$ cat config.mk
export PLATFORM = sky130hd
export DESIGN_NAME = trafficlight_monitor
export DESIGN_NICKNAME = d
export VERILOG_FILES = /design/src/rtl/trafficlight_monitor.sv
export SDC_FILE = /design/constraint.sdc
export NUM_CORES = 1
export LEC_CHECK = 0
export BUFFER_PORTS_ARGS = -buffer_cell sky130_fd_sc_hd__clkbuf_2
export CAP_MARGIN = 40
export CORE_MARGIN = 1
export CORE_UTILIZATION = 30
export DETAILED_ROUTE_END_ITERATION = 7
export SYNTH_ARGS = -nofsm -noshare
export SYNTH_HDL_FRONTEND = slang
export SYNTH_SLANG_ARGS = --single-unit
$ cat constraint.sdc
create_clock -name clk -period 4.2 [get_ports clk]
set_clock_uncertainty 0.1 [all_clocks]
set_input_delay 0.42 -clock clk [delete_from_list [all_inputs] [get_ports clk]]
set_output_delay 0.42 -clock clk [all_outputs]
set_load 0.02 [all_outputs]
$ cat src/rtl/trafficlight_monitor.sv
// trafficlight_monitor: passive checker of the trafficlight rgb stream.
// Enforces phase order, dwell limits and request-before-green; reports first error, error count and cycles.
module trafficlight_monitor #(
    parameter int MIN_DWELL = 4,
    parameter int MAX_DWELL = 16
) (
    input  logic       clk,
    input  logic       resn,
    input  logic [2:0] rgb,
    input  logic       btn,
    output logic [1:0] phase,
    output logic       req_pending,
    output logic       err,
    output logic [2:0] err_code,
    output logic [3:0] err_cnt,
    output logic [7:0] cycles
);
    localparam int DW = $clog2(MAX_DWELL + 2);
    localparam logic [DW-1:0] MIN_D = DW'(MIN_DWELL);
    localparam logic [DW-1:0] MAX_D = DW'(MAX_DWELL);
    localparam logic [DW-1:0] SAT_D = DW'(MAX_DWELL + 1);

    if (MIN_DWELL < 1 || MAX_DWELL < MIN_DWELL) begin : g_bad_params
        $error("trafficlight_monitor: need MAX_DWELL >= MIN_DWELL >= 1");
    end

    typedef enum logic [1:0] {RED = 2'd0, PRE = 2'd1, GREEN = 2'd2, POST = 2'd3} phase_e;
    typedef enum logic [2:0] {E_NONE, E_ILLEGAL, E_SEQ, E_UNREQ, E_SHORT, E_LONG} err_e;

    phase_e        phase_q, phase_d, dec;
    logic [DW-1:0] dwell_q, dwell_d;
    logic          req_q, req_d, err_q, err_d;
    err_e          code_q, code_d, code_now;
    logic [3:0]    cnt_q, cnt_d;
    logic [7:0]    cyc_q, cyc_d;
    logic          illegal, moved, in_red, seq_e, unreq_e, short_e, long_e, any_e;

    always_comb begin
        illegal  = !(rgb == 3'b100 || rgb == 3'b010 || rgb == 3'b110);
        // 110 is ambiguous: it means PRE on the way up and POST on the way down
        dec      = rgb == 3'b100 ? RED : rgb == 3'b010 ? GREEN :
                   (phase_q == RED || phase_q == PRE) ? PRE : POST;
        moved    = !illegal && dec != phase_q;
        in_red   = phase_q == RED;
        seq_e    = moved && dec != phase_e'(phase_q + 2'd1);
        unreq_e  = moved && in_red && !req_q;
        short_e  = moved && !in_red && dwell_q < MIN_D;
        long_e   = !illegal && !moved && !in_red && dwell_q == MAX_D;
        any_e    = illegal | seq_e | unreq_e | short_e | long_e;
        code_now = illegal ? E_ILLEGAL : seq_e ? E_SEQ : unreq_e ? E_UNREQ :
                   short_e ? E_SHORT : long_e ? E_LONG : E_NONE;
        phase_d  = moved ? dec : phase_q;
        dwell_d  = moved ? DW'(1) : (!illegal && dwell_q != SAT_D) ? dwell_q + 1'b1 : dwell_q;
        req_d    = (moved && in_red) ? btn : (req_q | btn);
        err_d    = err_q | any_e;
        code_d   = (any_e && !err_q) ? code_now : code_q;
        cnt_d    = (any_e && cnt_q != 4'hf) ? cnt_q + 1'b1 : cnt_q;
        cyc_d    = (moved && phase_q == POST && dec == RED) ? cyc_q + 1'b1 : cyc_q;
    end

    always_ff @(posedge clk or negedge resn) begin
        if (!resn) begin
            phase_q <= RED;
            dwell_q <= DW'(1);
            req_q   <= 1'b0;
            err_q   <= 1'b0;
            code_q  <= E_NONE;
            cnt_q   <= 4'd0;
            cyc_q   <= 8'd0;
        end else begin
            phase_q <= phase_d;
            dwell_q <= dwell_d;
            req_q   <= req_d;
            err_q   <= err_d;
            code_q  <= code_d;
            cnt_q   <= cnt_d;
            cyc_q   <= cyc_d;
        end
    end

    assign phase       = phase_q;
    assign req_pending = req_q;
    assign err         = err_q;
    assign err_code    = code_q;
    assign err_cnt     = cnt_q;
    assign cycles      = cyc_q;
endmodule

==> flow_metrics.tcl <==
set metrics [dict create \
    most-common-layout-cells "24 x clkbuf_2, 23 x dfrtp_1, 11 x xnor2_1, 10 x nor2_1" \
    synthSimpleGateAreaFrac 0.184 \
    synth_edf_count 0 \
    wire_per_inst_um 13.0 \
    ys.flop_type "dfrtp_1" \
    ys_async_sr_fraction 1.00 \
    yosysWarnings 0 \
    cts_buffer_depth 2 \
    cts_hold_buffers 0 \
    synth_nets 158 \
    synth_xor_area_frac 0.0855 \
    syn_to_final_growth_pct 15.5 \
    intPower_mw 0.555 \
    syn_area_per_cell_um2 9.96 \
    numClockSinks 24 \
    postSynthCellCount 144 \
    slew_violations 0 \
    grt_max_degree 25 \
    dieHeight_um 71.1 \
    drt_iter0_markers 54 \
    final_common_cell "clkbuf_2" \
    end_kind "flop" \
    power_frac_seq 0.400 \
    place_congestion 0.796 \
    drive_gt1_frac 0.211 \
    fillers 436 \
    path_clk_slew_ns 0.09 \
    synth_cell_types 45 \
    status "complete, but fails checks" \
    first_pass_iters 8 \
    max_cap_violations 0 \
    fin_nets 181 \
    synth_compound_area_frac 0.153 \
    violations "design-rule violations" \
    swShare 0.364 \
    p_per_area_nw_per_um2 527 \
    grt_use_met1 0.166 \
    post-dp-hpwl_um 2060 \
    timing.hold.ws_ns 0.0527 \
    synth_fa_ha_area_frac 0.0698 \
    ios 25 \
    start_util 0.320 \
    criticalPathCategory "reg -> reg" \
    clock_latency_ns 0.27 \
    num_vias 1107 \
    gr-total-overflow 0 \
    antenna_found_initial 0 \
    core.rowCount 24 \
    antennaDiodeCount 0 \
    fin_setup_tns_ns 0 \
    peakVddDrop_mv 0.278 \
    multi_input_area_um2 776 \
    grt_util_all_layers 0.121 \
    synth-seq-cells 24 \
    period_share 0.720 \
    clockPowerShare 0.233 \
    tightest_slew_ns 0.672 \
    grt_pass1_wl_um 4840 \
    io_buffers 24 \
    rr_endpoint "err_cnt[3]" \
    ys_seq_area_frac 0.420 \
    cts_setup_buffers 0 \
    cts-root-buf "clkbuf_8" \
    busiest_layer "met2" \
    die_w_um 71.1 \
    synth_top_family_by_area "simple AND/OR/NAND/NOR gates" \
    regToRegStartpoint "phase[0]" \
    worst-r2r-cell-count 8 \
    first_global_vias 1031 \
    leakage_nw 0.744 \
    finalSetupViolCount 0 \
    power.switching_mw 0.317 \
    combinationalPowerShare 0.368 \
    cts_tree "done" \
    cp_max_fo 9 \
    worst_setup_path_start_kind "flop" \
    rsz0062_at_grt "no" \
    drc_errors 2 \
    relSlewSlack 0.552 \
    cts_inserted_buffers 3 \
    postRouteAntennaNets 0 \
    synthMuxAreaShare 0.0489 \
    max_freq_ghz 0.331 \
    cp.arrival_ns 3.08 \
    synth_area_um2 1430 \
    cp.required_ns 4.26 \
    met2_usage 0.194 \
    register_area_um2 602 \
    min_period_ns 3.02 \
    hold_viol 0 \
    use_met3 0.0214 \
    design.die.area_um2 5060 \
    viasPerCell 5.08 \
    htree_levels 1 \
    routed_wl_um 2840 \
    cts_resized 0 \
    core_um2 4470 \
    holdCritPathClass "in -> async" \
    r2r_slack_ns 1.18 \
]
-- power by group through the flow --
stage	Combinational, mW	Sequential [mW]	Clock [mW]
after global placement	0.321	0.354	0
after global routing	0.363	0.359	0.217
final	0.321	0.349	0.203
after detailed placement	0.321	0.355	0
after CTS	0.324	0.350	0.212
after floorplan	0.200	0.388	0
-- per-stage QoR --
| stage | utilization | cells | instance area (um2) | power (mW) | worst slack, ns |
|---|---|---|---|---|---|
| after global routing | 0.370 | 218 | 1660 | 0.939 | 0.992 |
| final | 0.370 | 218 | 1660 | 0.873 | 1.18 |
| after global placement | 0.354 | 214 | 1590 | 0.675 | 1.26 |
| after detailed placement | 0.354 | 214 | 1590 | 0.676 | 1.21 |
| after floorplan | - | 144 | 1430 | 0.588 | 1.13 |
| after CTS | 0.370 | 218 | 1660 | 0.886 | 1.19 |
-- critical path: stages (launching register included) --
cell and delay, ns:
dfrtp_1 0.52, inv_1 0.12, ha_1 0.26, or2_1 0.30
or3_1 0.35, o211a_2 0.15, or4_4 0.60, a31oi_1 0.18
mux2_1 0.34
-- per-layer routing --
metal | vias to the layer above | share of wire
met3 | 4 | 0.032
met5 | - | 0
met1 | 518 | 0.50
met4 | 0 | 0.013
met2 | 22 | 0.45
li1 | 563 | -
-- registers in the layout (all words and copies together), names as in the netlist --
name,flops
err_cnt,4
phase,2
req_pending,1
err,1
cycles,8
dwell_q,5
err_code,3
-- synth_stat cells (2+ instances only) --
master | instances | area (um2)
mux2_1 | 3 | 33.8
nor3_1 | 2 | 10.0
or3_1 | 3 | 18.8
ha_1 | 8 | 100
nor2_1 | 10 | 37.5
xnor2_1 | 11 | 96.3
xor2_1 | 3 | 26.3
nor2b_1 | 3 | 18.8
nand2_1 | 8 | 30.0
dfrtp_1 | 23 | 576
and3_1 | 3 | 18.8
a21oi_1 | 7 | 35.0
o22ai_1 | 2 | 12.5
buf_2 | 2 | 10.0
a31oi_1 | 5 | 31.3
nand2b_1 | 4 | 25.0
clkbuf_1 | 2 | 7.51
nand4_1 | 4 | 25.0
o21ai_0 | 6 | 30.0
inv_1 | 6 | 22.5
nand3_1 | 5 | 25.0
-- area by class of cell --
| type | instances | area share |
|---|---|---|
| multi-input cells | 108 | 0.468 |
| clock inverters | 1 | 0.0181 |
| inverters | 6 | 0.0136 |
| clock buffers | 3 | 0.0249 |
| flip-flops and latches | 24 | 0.363 |
| repair buffers | 24 | 0.0725 |
| well taps | 52 | 0.0393 |
-- worst max path at each step --
| stage | start | end | cells after the start |
|---|---|---|---|
| final | phase[0] | err_cnt[3] | 8 |
| after CTS | phase[0] | err_cnt[3] | 8 |
| after detailed placement | phase[0] | err_cnt[3] | 8 |
| after global placement | phase[0] | err_code[0] | 8 |
| after floorplan | phase[0] | err_code[0] | 10 |
| after global routing | phase[0] | err_code[0] | 8 |
-- cell families after synthesis --
kind of cell,after synthesis
compound gates,31
flops,24
simple gates,49
mux,6
fa+ha+maj,8
xor+xnor,14
buf+inv,12
Note: power is estimated with default switching activity, not from simulation.
